### src/rtl/fpu_issue_seq.sv
// Issue sequencer for the shared FPU: accepts one decoded op at a time, times
// fixed-latency ops locally, waits on unit_done for div/sqrt, then holds writeback.
module fpu_issue_seq #(
  parameter int FPU_OP_LEN = 6,
  parameter int ADD_LAT    = 3,
  parameter int MUL_LAT    = 4,
  parameter int CVT_LAT    = 2,
  parameter int TIMEOUT    = 64
) (
  input  logic                  clk,
  input  logic                  rst,
  input  logic                  in_valid,
  output logic                  in_ready,
  input  logic [FPU_OP_LEN-1:0] in_op,
  input  logic [4:0]            in_rd,
  input  logic                  in_rd_fp,
  input  logic                  flush,
  output logic                  start,
  output logic [FPU_OP_LEN-1:0] start_op,
  input  logic                  unit_done,
  output logic                  kill,
  output logic                  wb_valid,
  input  logic                  wb_ready,
  output logic [4:0]            wb_rd,
  output logic                  wb_fp,
  output logic                  wb_err,
  output logic                  illegal,
  output logic                  busy
);

  localparam int CNT_W = $clog2(TIMEOUT + ADD_LAT + MUL_LAT + CVT_LAT + 2);

  localparam logic [1:0] S_IDLE = 2'd0;
  localparam logic [1:0] S_EXEC = 2'd1;
  localparam logic [1:0] S_WB   = 2'd2;

  localparam logic [2:0] C_SINGLE = 3'd0;
  localparam logic [2:0] C_ADD    = 3'd1;
  localparam logic [2:0] C_MUL    = 3'd2;
  localparam logic [2:0] C_CVT    = 3'd3;
  localparam logic [2:0] C_ITER   = 3'd4;
  localparam logic [2:0] C_MEM    = 3'd5;
  localparam logic [2:0] C_ILL    = 3'd6;

  logic [1:0]            r_state;
  logic [CNT_W-1:0]      r_cnt;
  logic [FPU_OP_LEN-1:0] r_op;
  logic [4:0]            r_rd;
  logic                  r_fp;
  logic                  r_err;
  logic                  r_iter;
  logic                  r_start;
  logic                  r_kill;
  logic                  r_illegal;

  logic [2:0]            w_class;
  logic                  w_accept;
  logic                  w_exec;
  logic [CNT_W-1:0]      w_lat;

  function automatic logic [2:0] classify(input logic [FPU_OP_LEN-1:0] op);
    logic [31:0] v;
    v = 32'(op);
    if (v <= 32'h03)                       return C_ADD;
    else if (v <= 32'h05)                  return C_MUL;
    else if (v <= 32'h09)                  return C_ITER;
    else if (v >= 32'h10 && v <= 32'h21)   return C_SINGLE;
    else if (v >= 32'h22 && v <= 32'h27)   return C_CVT;
    else if (v == 32'h28 || v == 32'h29)   return C_SINGLE;
    else if (v >= 32'h30 && v <= 32'h33)   return C_MEM;
    else                                   return C_ILL;
  endfunction

  assign in_ready = ~rst & ~flush & ((r_state == S_IDLE) | ((r_state == S_WB) & wb_ready));

  always_comb begin
    w_class  = classify(in_op);
    w_accept = in_valid & in_ready;
    w_exec   = (w_class != C_MEM) && (w_class != C_ILL);
    w_lat    = '0;
    case (w_class)
      C_SINGLE: w_lat = CNT_W'(1);
      C_ADD:    w_lat = CNT_W'(ADD_LAT);
      C_MUL:    w_lat = CNT_W'(MUL_LAT);
      C_CVT:    w_lat = CNT_W'(CVT_LAT);
      default:  w_lat = '0;
    endcase
  end

  always_ff @(posedge clk) begin
    if (rst) begin
      r_state   <= S_IDLE;
      r_cnt     <= '0;
      r_op      <= '0;
      r_rd      <= '0;
      r_fp      <= 1'b0;
      r_err     <= 1'b0;
      r_iter    <= 1'b0;
      r_start   <= 1'b0;
      r_kill    <= 1'b0;
      r_illegal <= 1'b0;
    end else begin
      r_start   <= 1'b0;
      r_kill    <= 1'b0;
      r_illegal <= 1'b0;
      case (r_state)
        S_EXEC: begin
          if (flush) begin
            r_state <= S_IDLE;
            r_kill  <= 1'b1;
          end else if (r_iter) begin
            // r_start marks the start cycle, where a stale unit_done is ignored
            if (unit_done && !r_start) begin
              r_state <= S_WB;
              r_cnt   <= '0;
            end else if (r_cnt == CNT_W'(TIMEOUT - 1)) begin
              r_state <= S_WB;
              r_err   <= 1'b1;
              r_kill  <= 1'b1;
              r_cnt   <= '0;
            end else begin
              r_cnt <= r_cnt + CNT_W'(1);
            end
          end else if (r_cnt == CNT_W'(1)) begin
            r_state <= S_WB;
            r_cnt   <= '0;
          end else begin
            r_cnt <= r_cnt - CNT_W'(1);
          end
        end
        S_WB: begin
          if (flush || wb_ready) begin
            r_state <= S_IDLE;
            r_err   <= 1'b0;
          end
        end
        S_IDLE: begin
        end
        default: r_state <= S_IDLE;
      endcase

      // Accepts happen from IDLE or a consumed WB; they override the exit to IDLE.
      if (w_accept) begin
        r_illegal <= (w_class == C_ILL);
        if (w_exec) begin
          r_state <= S_EXEC;
          r_op    <= in_op;
          r_rd    <= in_rd;
          r_fp    <= in_rd_fp;
          r_iter  <= (w_class == C_ITER);
          r_cnt   <= w_lat;
          r_start <= 1'b1;
          r_err   <= 1'b0;
        end
      end
    end
  end

  assign start    = r_start;
  assign start_op = r_op;
  assign kill     = r_kill;
  assign wb_valid = (r_state == S_WB);
  assign wb_rd    = r_rd;
  assign wb_fp    = r_fp;
  assign wb_err   = r_err;
  assign illegal  = r_illegal;
  assign busy     = (r_state != S_IDLE);

endmodule

### config.mk
export PLATFORM = sky130hd
export DESIGN_NAME = fpu_issue_seq
export DESIGN_NICKNAME = d
export VERILOG_FILES = /design/src/rtl/fpu_issue_seq.sv
export SDC_FILE = /design/constraint.sdc
export NUM_CORES = 1
export LEC_CHECK = 0
export CORE_ASPECT_RATIO = 1.25
export CORE_UTILIZATION = 35
export CTS_CLUSTER_SIZE = 25
export DETAILED_ROUTE_END_ITERATION = 7
export PLACE_DENSITY = 0.61
export SLEW_MARGIN = 20
export SYNTH_ARGS = -nofsm -noshare
export SYNTH_HDL_FRONTEND = slang
export SYNTH_SLANG_ARGS = --single-unit
### constraint.sdc
create_clock -name clk -period 4.35 [get_ports clk]
set_input_delay 0.6525 -clock clk [delete_from_list [all_inputs] [get_ports clk]]
set_output_delay 0.6525 -clock clk [all_outputs]
set_load 0.02 [all_outputs]
==> results_dict.tcl, run 1 <==
set metrics [dict create \
    status "complete, no violations" \
    final_nets 250 \
    ir_drop_mv 0.159 \
    setup_viol 0 \
    required_ns 3.70 \
    seq_area_sq_um 520 \
    cts.path.max_buffers 2 \
    min_path_type "reg2reg" \
    gp_congestion 0.811 \
    layout_commonest_cell "clkdlybuf4s50_1" \
    maxCapViolCount 0 \
    viasPerCell 5.55 \
    syn_area_sq_um 1690 \
    drc 0 \
    antenna_found_initial 0 \
    ctsHoldBuffers 0 \
    hold_depth 2 \
    cp-end-kind "output pin" \
    synthToLayoutAreaGrowth_pct 22.7 \
    clk_latency_ns 0.26 \
    worstRegToRegCells 6 \
    async_flop_share 0 \
    finalMaxSlewViolations 0 \
    path_class "in2out" \
    die_w_um 64.1 \
    dpl.hpwl_um 2870 \
    drive_gt1_frac 0.0848 \
    overflow 0 \
    grt_pass1_wl_um 6790 \
    synth_seq_area_share 0.308 \
    die_h_um 79.6 \
    synth_warnings 0 \
    whs_ns 0.478 \
    fill_cells 478 \
    antenna_left 0 \
    fmax_mhz 329 \
    dr_total_vias 1565 \
    cts-resized-gates 0 \
    drt_iter0_markers 80 \
    cts_tree "built" \
    busiest_layer "met2" \
    fin_setup_tns_ns 0 \
    syn_inst 199 \
    dieArea_sq_um 5110 \
    fin_crit_ns 3.04 \
    rows 27 \
    cts_root_buffer "clkbuf_8" \
    wl_um 3930 \
    diodes 0 \
    worst_pin_slew_ns 0.879 \
    final_cells 282 \
    io_pins 37 \
    clk_pin_slew_ns 0.09 \
    ys_ff_latch 26 \
    core_area_sq_um 4530 \
    crit_fanout 19 \
    dp.cells 278 \
    skew_ns 0.00761 \
    drt-pass1-iter-count 4 \
    synthFlopType "dfxtp_1" \
    rsz0062_at_grt "no" \
    synth_edf_count 0 \
    numCtsBuffers 3 \
    post-cts-setup-buffers 0 \
    cp-start-kind "input pin" \
    grt_max_degree 20 \
    h-tree-depth 1 \
    pwr_density_cell_nw_per_um2 253 \
    hold_viol 0 \
    leakagePower_nw 0.690 \
    start_util 0.373 \
    synth_cell_type_count 56 \
    relSlewSlack 0.412 \
    grt_pass1_vias 1439 \
    wl_per_cell_um 14.0 \
    avgSynthCellArea_sq_um 8.48 \
    grtUsageMet3 0.0200 \
    critical_path_arrival_ns 2.39 \
    cts_sinks 26 \
    synth_fp_nets 224 \
    portBuffers 36 \
    grtUsageMet1 0.233 \
    met2_usage 0.252 \
    multi_input_area_sq_um 1010 \
    mostFrequentLayoutCells "36 x clkdlybuf4s50_1, 26 x dfxtp_1, 23 x a21oi_1" \
    grtUsageTotal 0.165 \
    post-route-period-util 0.699 \
]
## critical path: stages
cell             delay, ns
clkdlybuf4s50_1       0.78
nor3_1                0.32
clkdlybuf4s50_1       0.64
## report_power, final
group,internal (mW),switching [mW],total (mW)
clock,0.0807,0.0713,0.152
sequential,0.245,0.00991,0.255
combinational,0.0558,0.0620,0.118
total,0.381,0.143,0.525
## cell type report
cell class              instances  area share
multi-input cells             145       0.489
flip-flops and latches         26       0.251
repair buffers                 36       0.174
well taps                      58      0.0350
clock buffers                   4      0.0266
inverters                      13      0.0236
## cells by family (layout without fill, tap and decap cells)
| logic type | count (synthesis) | count (layout) | share of synthesized area |
|---|---|---|---|
| AOI/OAI and AO/OA | 75 | 75 | 0.307 |
| xor gates and xnor gates | 3 | 3 | 0.0156 |
| adders and majority gates | 7 | 7 | 0.0519 |
| buffers and inverters | 28 | 53 | 0.0912 |
| DFF | 26 | 26 | 0.308 |
| muxes | 1 | 1 | 0.00593 |
| and+or+nand+nor | 59 | 59 | 0.220 |
## metrics by stage
stage               power, mW  cell area, sq um  worst slack (ns)  utilization
floorplan               0.341              1690              2.38            -
detailed placement      0.377              2020              1.30        0.445
global route            0.556              2070              1.22        0.457
CTS                     0.529              2070              1.29        0.457
global placement        0.378              2020              1.32        0.445
finish                  0.525              2070              1.31        0.457
## layer usage
metal,share of wire,wire [um],vias to the layer above
met5,0,0,-
met2,0.46,1830,31
li1,-,-,789
met3,0.027,107,8
met4,0.019,76,0
met1,0.49,1920,737
## sequential cells by signal (all words and copies together), names as in the netlist, 2 cells and up
signal    cells
r_cnt         7
r_state       2
wb_rd         5
start_op      6
## cells in the mapped netlist (all sizes together) (2+ instances only)
cell type,number,area (sq um)
o211ai,2,15.0
nor4,2,27.5
or4,2,18.8
nand2,4,15.0
nor2,7,26.3
o21ai,22,125
o22ai,3,25.0
a221oi,3,26.3
clkbuf,4,15.0
nor3b,3,22.5
or2,3,18.8
ha,7,87.6
a311oi,2,17.5
buf,11,90.1
and3,3,18.8
nand2b,6,37.5
inv,13,48.8
nor2b,2,12.5
nor4b,2,32.5
a211oi,4,30.0
nand3,16,80.1
dfxtp,26,521
a21oi,24,124
a2111oi,3,51.3
nor3,4,20.0
xnor2,3,26.3
## worst paths after layout
path                from          end  slack [ns]
max reg2reg   r_state[0]     r_cnt[0]        2.19
min          start_op[1]  start_op[1]        0.48
max                  rst     in_ready        1.31
min reg2reg  start_op[1]  start_op[1]        0.48
Note: power is estimated with default switching activity, not from simulation.
==> run 2, diff against run 1 <==
==> constraint.sdc (replaced) <==
create_clock -name clk -period 2.85 [get_ports clk]
set_input_delay 0.4275 -clock clk [delete_from_list [all_inputs] [get_ports clk]]
set_output_delay 0.4275 -clock clk [all_outputs]
set_load 0.02 [all_outputs]
==> run 2 against run 1 <==
Effect of this change:
- clock-buffer cell count shrank 1
- highest routed layer unchanged
- flip-flop and latch count is the same
- clock skew shrank 0.0034 ns
- register-to-register slack lost 1.5 ns
- setup slack lost 0.80 ns
- critical path type is now reg2out
- worst hold slack gained 0.0037 ns
==> results_dict.tcl, run 2 (synthesis gave the netlist of run 1 again) <==
set metrics [dict create \
    cp-start-kind "flip-flop" \
    seq_area_sq_um 520 \
    cp-end-kind "output pin" \
    required_ns 2.42 \
    multi_input_area_sq_um 1010 \
    viasPerCell 5.56 \
    post-cts-setup-buffers 0 \
    stdcell_area_sq_um 2130 \
    grt_max_degree 17 \
    overflow 0 \
    fin_crit_ns 2.34 \
    numCtsBuffers 3 \
    dr_total_vias 1600 \
    antenna_found_initial 0 \
    clk_pin_slew_ns 0.09 \
    critical_path_arrival_ns 1.91 \
    critical-path-max-stage-delay_ns 0.55 \
    wl_um 4000 \
    ctsHoldBuffers 0 \
    placedInstanceArea_sq_um 2060 \
    cp.depth 5 \
    dp.cells 284 \
    r2r-end "r_cnt[0]" \
    largest_register_ff_count 7 \
    dpl.hpwl_um 3040 \
    io_pins 37 \
    hold_viol 0 \
    antenna_left 0 \
    final_nets 256 \
    min_path_type "reg2reg" \
    crit_chain "inv_1, ha_1, a21oi_1, nor3_1, clkdlybuf4s50_1" \
    rr_startpoint "r_state[0]" \
    skew_ns 0.00421 \
    finalMaxSlewViolations 0 \
    crit_fanout 4 \
    cts_tree "built" \
    die_w_um 64.1 \
    drc 0 \
    rsz0062_at_grt "no" \
    grtUsageTotal 0.168 \
    worst_pin_slew_ns 0.546 \
    regMostFlops "r_cnt" \
    cts_root_buffer "clkbuf_8" \
    wl_per_cell_um 13.9 \
    power_mw 0.883 \
    core_area_sq_um 4530 \
    drt_iter0_markers 69 \
    worstRegToRegCells 6 \
    mostFrequentLayoutCells "36 x clkdlybuf4s50_1, 26 x dfxtp_1, 23 x a21oi_1" \
    grt_pass1_wl_um 6730 \
    ir_drop_mv 0.250 \
    pwr_density_cell_nw_per_um2 414 \
    crit_buf_inv 2 \
    endpoint "in_ready" \
    leakagePower_nw 0.727 \
    critical-path-top-delay-family "buffers and inverters" \
    hold_depth 2 \
    cts.path.max_buffers 2 \
    synthToLayoutAreaGrowth_pct 26.3 \
    start_util 0.373 \
    final_cells 288 \
    gp_congestion 0.883 \
    whs_ns 0.482 \
    r2r_slack_ns 0.67 \
    status "complete, no violations" \
    portBuffers 36 \
    layout_commonest_cell "clkdlybuf4s50_1" \
    relSlewSlack 0.636 \
    drive_gt1_frac 0.109 \
    fmax_mhz 427 \
    post-route-period-util 0.821 \
    drt-pass1-iter-count 4 \
    maxCapViolCount 0 \
    path_class "reg2out" \
    dieArea_sq_um 5110 \
    cts-resized-gates 0 \
    die_h_um 79.6 \
    diodes 0 \
    crit_start "r_state[0]" \
    fin_setup_tns_ns 0 \
    grt_pass1_vias 1440 \
    h-tree-depth 1 \
    rows 27 \
    cts_sinks 26 \
    setup_viol 0 \
    clk_latency_ns 0.27 \
    critPathSlowestCell "clkdlybuf4s50_1" \
    fill_cells 460 \
]
==> run 2: worst min-delay path by stage <==
stage / end / from / slack [ns]
6_report: wb_rd[2] / wb_rd[2] / 0.48
3_5_place_dp: wb_rd[4] / wb_rd[4] / 0.47
4_1_cts: wb_fp / wb_fp / 0.49
5_1_grt: wb_fp / wb_fp / 0.50
2_1_floorplan: r_state[1] / r_state[1] / 0.49
3_3_place_gp: start_op[4] / start_op[4] / 0.46
==> run 2: area by class of cell <==
class / instances / share of cell area
multi-input combinational: 145 / 0.475
sequential: 26 / 0.244
timing repair buffer: 42 / 0.190
tap: 58 / 0.0340
inverter: 13 / 0.0229
clock buffer: 3 / 0.0194
clock inverter: 1 / 0.0141
==> run 2: stage by stage <==
step	utilization	worst slack (ns)
3_3_place_gp	0.455	0.376
3_5_place_dp	0.455	0.368
5_1_grt	0.471	0.387
2_1_floorplan	-	0.900
6_report	0.471	0.510
4_1_cts	0.471	0.479
==> run 2: metal layers <==
metal  GRT usage  wire (um)  vias to the layer above
met3      0.0257        152                        8
met1       0.212       1870                      747
met2       0.283       1890                       41
met5           0          0                        -
li1            -          -                      804
met4      0.0711         79                        0
==> run 2: worst min-delay path: cells and delay by family (launching register included) <==
kind	cells	cell delay, ns
AO/OA/AOI/OAI	2	0.12
flip-flops	1	0.32
==> run 2: power breakdown <==
group / internal, mW / leakage (nW) / switching [mW]
Clock: 0.188 / 0.0357 / 0.120
Combinational: 0.0909 / 0.480 / 0.0952
Sequential: 0.374 / 0.211 / 0.0148
Total: 0.653 / 0.727 / 0.230
==> RTL change 1 (flow settings as in run 2) <==
The parameter `ADD_LAT` goes from 3 to 5.
--- a/src/rtl/fpu_issue_seq.sv
+++ b/src/rtl/fpu_issue_seq.sv
@@ -3,5 +3,5 @@
 module fpu_issue_seq #(
   parameter int FPU_OP_LEN = 6,
-  parameter int ADD_LAT    = 3,
+  parameter int ADD_LAT    = 5,
   parameter int MUL_LAT    = 4,
   parameter int CVT_LAT    = 2,
Function: changed (Yosys sat finds a counterexample within 10 cycles, from zero or initial values and one cycle with rst high).
==> RTL change 1 against run 2 <==
- critical path depth unchanged
- cell count down 3.8%
- register-to-register slack better by 180 ps
- synthesized area fell by 7.0%
- routed wire length fell by 14%
- power down 13%
- sequential cell count unchanged
- worst setup slack improved by 33 ps
- final area is 7.2% lower
- largest cell class unchanged
- largest power group unchanged
==> RTL change 1: results (changes against run 2) <==
| Metric | Value |
|---|---|
| Critical path fanouts, max | 4 (unchanged) |
| Post-CTS setup buffers | 0 (unchanged) |
| Total CTS buffers | 3 (unchanged) |
| Hold Crit Depth | 2 (unchanged) |
| Layout fillers | 412 (-10%) |
| Slew HR | 67.1% (+3.5 points) |
| Fraction of layout cells with a size suffix above 1 | 7.24% (-3.6 points) |
| Grt met3 use | 3.04% (+0.46 points) |
| Cells on worst reg2reg path | 6 (unchanged) |
| Nets | 247 (-3.5%) |
| Gp weighted congestion | 0.858 (-2.7%) |
| Outcome | finished clean |
| Pleak | 0.696 nW (-4.3%) |
| PD cells | 386 nW/um2 (-6.7%) |
| Post-Syn Nets | 217 (-3.1%) |
| Fin Clk Skew | 3.20 ps (-1.01 ps) |
| Post-DP HPWL | 2600 um (-14%) |
| Routing usage on met2 | 24.7% (-3.6 points) |
| Vias in the first global route | 1330 (-7.6%) |
| Drt pass-1 iters | 4 (unchanged) |
| Yosys warnings | 0 (unchanged) |
| N_diodes | 0 (unchanged) |
| First-pass GRT wire length | 5870 um (-13%) |
| Largest net degree at the start of global routing | 18 (+1) |
| Arr. time, crit path | 1880 ps (-30 ps) |
| Count of different cell masters after synthesis | 46 (-18%) |
| Vias | 1416 (-12%) |
| Worst path slowest cell | clkdlybuf4s50_1 |
| Post-CTS sizing | 0 (unchanged) |
| Initial antenna violation count | 0 (unchanged) |
| Worst path max stage delay | 540 ps |
| Seq/Total Area, Yosys | 33.1% (+2.3 points) |
| Met1 Usage GRT | 20.6% (-0.59 points) |
| P_int | 569 uW (-13%) |
| Longest Clk Path Bufs | 2 (unchanged) |
| Worst-path clk slew | 90 ps (about the same) |
| Async S/R FF share, synth | 0% (unchanged) |
| Skew-Pair Late Insertion Delay | 260 ps |
| Top cells by count, synth | nor2_1 (27), dfxtp_1 (26), o21ai_0 (16) |
| Global-route usage over all layers | 15.8% (-1.1 points) |
| Max reg flops | 7 (unchanged) |
| Port Buffers | 36 (unchanged) |
| Synth top area cells | dfxtp_1 (33%), mux2i_1 (7.0%), nor2_1 (6.5%) |
| Synth Flop Type | dfxtp_1 |
| CTS HTree Levels | 1 (unchanged) |
| Drt total wl | 3440 um (-14%) |
| Hold Crit Class | register to register |
| Top reg by flops | r_cnt |
| Maximum vdd ir drop | 0.000185 V (-26%) |
| Iter 0 DRT Violations | 69 (unchanged) |
| CTS root buffer | clkbuf_8 |
-- RTL change 1: changes by cell type after synthesis, moves of 4 or more --
| cell | delta |
|---|---|
| mux2i_1 | +10 |
| nor2_1 | +20 |
| a31oi_1 | +5 |
| nand2_1 | +4 |
| o21ai_0 | -4 |
| nand3_1 | -10 |
| a21oi_1 | -13 |
-- RTL change 1: cell type report --
type                            instances  area, um2  share of cell area (%)
Clock buffer                            4       55.1                    2.78
Inverter                               12       45.0                    2.28
Multi-Input combinational cell        139        897                    45.4
Sequential cell                        26        520                    26.3
Tap cell                               56       70.1                    3.54
Timing Repair Buffer                   40        390                    19.7
-- RTL change 1: worst max-delay path: cells and delay by family, from the launching register on --
family / cells / cell delay, ps
fa+ha+maj: 1 / 240
flops: 1 / 400
simple gates: 1 / 80
buf+inv: 2 / 630
compound gates: 1 / 270
-- RTL change 1: cells by family (layout without fill, tap and decap cells) --
family          after synthesis  after routing  share of synthesized area [%]
simple gates                 68             68                           22.9
compound gates               50             50                           19.8
buf+inv                      27             56                           9.72
flops                        26             26                           33.1
mux                          12             12                           7.73
fa+ha+maj                     7              7                           5.58
xor+xnor                      2              2                           1.12
-- RTL change 1: stage by stage --
stage                     power (mW)  cell area [um2]  hold slack (ps)  cells  setup slack (ps)
after floorplan                0.489             1570              487    192               858
after global placement         0.539             1920              475    273               578
after detailed placement       0.538             1920              485    273               564
after CTS                      0.778             1980              508    277               531
after global routing           0.810             1980              535    277               403
final                          0.764             1980              500    277               543
-- RTL change 1: metal layers --
metal  part of all wire [%]  routed length (um)  vias up
met5                      0                   0        -
met4                    1.5                  53        0
met3                    5.2                 179        6
met2                     47                1620       45
met1                     46                1580      631
li1                       -                   -      734
-- RTL change 1: path summary, 6_finish.rpt --
check                                           start               endpoint  slack [ps]
worst max-delay path            r_state[0]$_SDFF_PP0_               in_ready         540
worst max register to register    r_cnt[0]$_SDFF_PP0_  r_state[0]$_SDFF_PP0_         850
worst min register to register  wb_rd[4]$_SDFFE_PP0P_  wb_rd[4]$_SDFFE_PP0P_         500
worst min-delay path            wb_rd[4]$_SDFFE_PP0P_  wb_rd[4]$_SDFFE_PP0P_         500
-- RTL change 1: power groups by stage --
stage               Clock, mW  Sequential, mW  Combinational, mW
CTS                     0.248           0.385              0.145
global route            0.263           0.387              0.160
finish                  0.235           0.385              0.144
floorplan                   0           0.395             0.0939
detailed placement          0           0.393              0.144
global placement            0           0.394              0.145
==> RTL change 2 (settings of run 2) <==
Made on the original files. Make the reset (`rst`) asynchronous in one clocked block.
--- a/src/rtl/fpu_issue_seq.sv
+++ b/src/rtl/fpu_issue_seq.sv
@@ -88,5 +88,5 @@
   end
 
-  always_ff @(posedge clk) begin
+  always_ff @(posedge clk or posedge rst) begin
     if (rst) begin
       r_state   <= S_IDLE;
Function: differs if rst is asserted again (counterexample within 4 cycles, from zero or initial values and one cycle with rst high); with rst held inactive, the same outputs for 10 cycles.
==> RTL change 2 against run 2 <==
- non-clock buffer count decreased by 3
- synthesized area fell by 6.7%
- routed wire length shrank 13%
- worst hold slack worse by 8.9 ps
- worst setup slack got worse by 73 ps
- final area fell by 4.4%
- sequential share of layout area up 7.5 points
- sequential cell count did not move
- global-route usage shrank 0.47 points
- via count decreased by 21%
- utilization up 1.5 points
- register-to-register slack worse by 170 ps
Power is not compared: it rests on default switching activity, and its combinational part moved more than twofold at a synthesized area within 25%.
==> RTL change 2: results (changes against run 2) <==
| Metric | Value |
|---|---|
| Adder-cell share of the synthesized area | 5.56% (+0.38 points) |
| Routing usage on met2 | 27.3% (-0.96 points) |
| Layout fillers | 382 (-17%) |
| Synth Flop Type | dfrtp_1 |
| Arr. time, crit path | 1980 ps (+70 ps) |
| Worst path max stage delay | 670 ps (+120 ps) |
| Fraction of layout cells with a size suffix above 1 | 14.4% (+3.5 points) |
| Seq/total area | 31.9% (+7.5 points) |
| Bufs w/o clock | 39 (-7.1%) |
| Comb_multi_in | 109 (-25%) |
| Non-clock buffering overhead | 18.8% (-0.23 points) |
| Gp weighted congestion | 0.822 (-6.9%) |
| Clk tree area frac | 3.50% (+0.15 points) |
| Async S/R FF share, synth | 100% (+100 points) |
| Vias in the first global route | 1282 (-11%) |
| Seq/Total Area, Yosys | 41.3% (+10 points) |
| Met1 Routed Length | 1520 um (-19%) |
| Multi-input gate area | 818 um2 (-19%) |
| Drt pass-1 iters | 5 (+1) |
| Largest net degree at the start of global routing | 18 (+1) |
| Core footprint | 4200 um2 (-7.3%) |
| Mean routed wirelength per cell | 14.3 um (+3.3%) |
| Mux share of post-synthesis cell area | 10.0% (+9.4 points) |
| Count of different cell masters after synthesis | 47 (-16%) |
| Outcome | finished clean |
| Post-DP HPWL | 2770 um (-8.9%) |
| Met3 WL | 130 um (-14%) |
| First-pass GRT wire length | 5920 um (-12%) |
| Placed Cells | 240 (-15%) |
-- RTL change 2: metrics by stage --
stage,util (%),power (mW)
5_1_grt,48.6,1.96
6_report,48.6,1.84
3_3_place_gp,46.9,1.52
3_5_place_dp,46.9,1.54
4_1_cts,48.6,1.85
2_1_floorplan,-,1.20
-- RTL change 2: path summary, 6_finish.rpt --
check	startpoint	to	slack, ps	cells past startpoint
setup / recovery	r_state[0]$_DFF_PP0_	in_ready	440	5
hold / removal	rst	wb_rd[3]$_DFFE_PP0P_	470	2
setup reg to reg	r_state[0]$_DFF_PP0_	wb_rd[4]$_DFFE_PP0P_	500	7
hold reg to reg	wb_rd[1]$_DFFE_PP0P_	wb_rd[1]$_DFFE_PP0P_	520	1
max in group asynchronous	rst	r_cnt[3]$_DFF_PP0_	1810	3
min in group clk	wb_rd[1]$_DFFE_PP0P_	wb_rd[1]$_DFFE_PP0P_	520	1
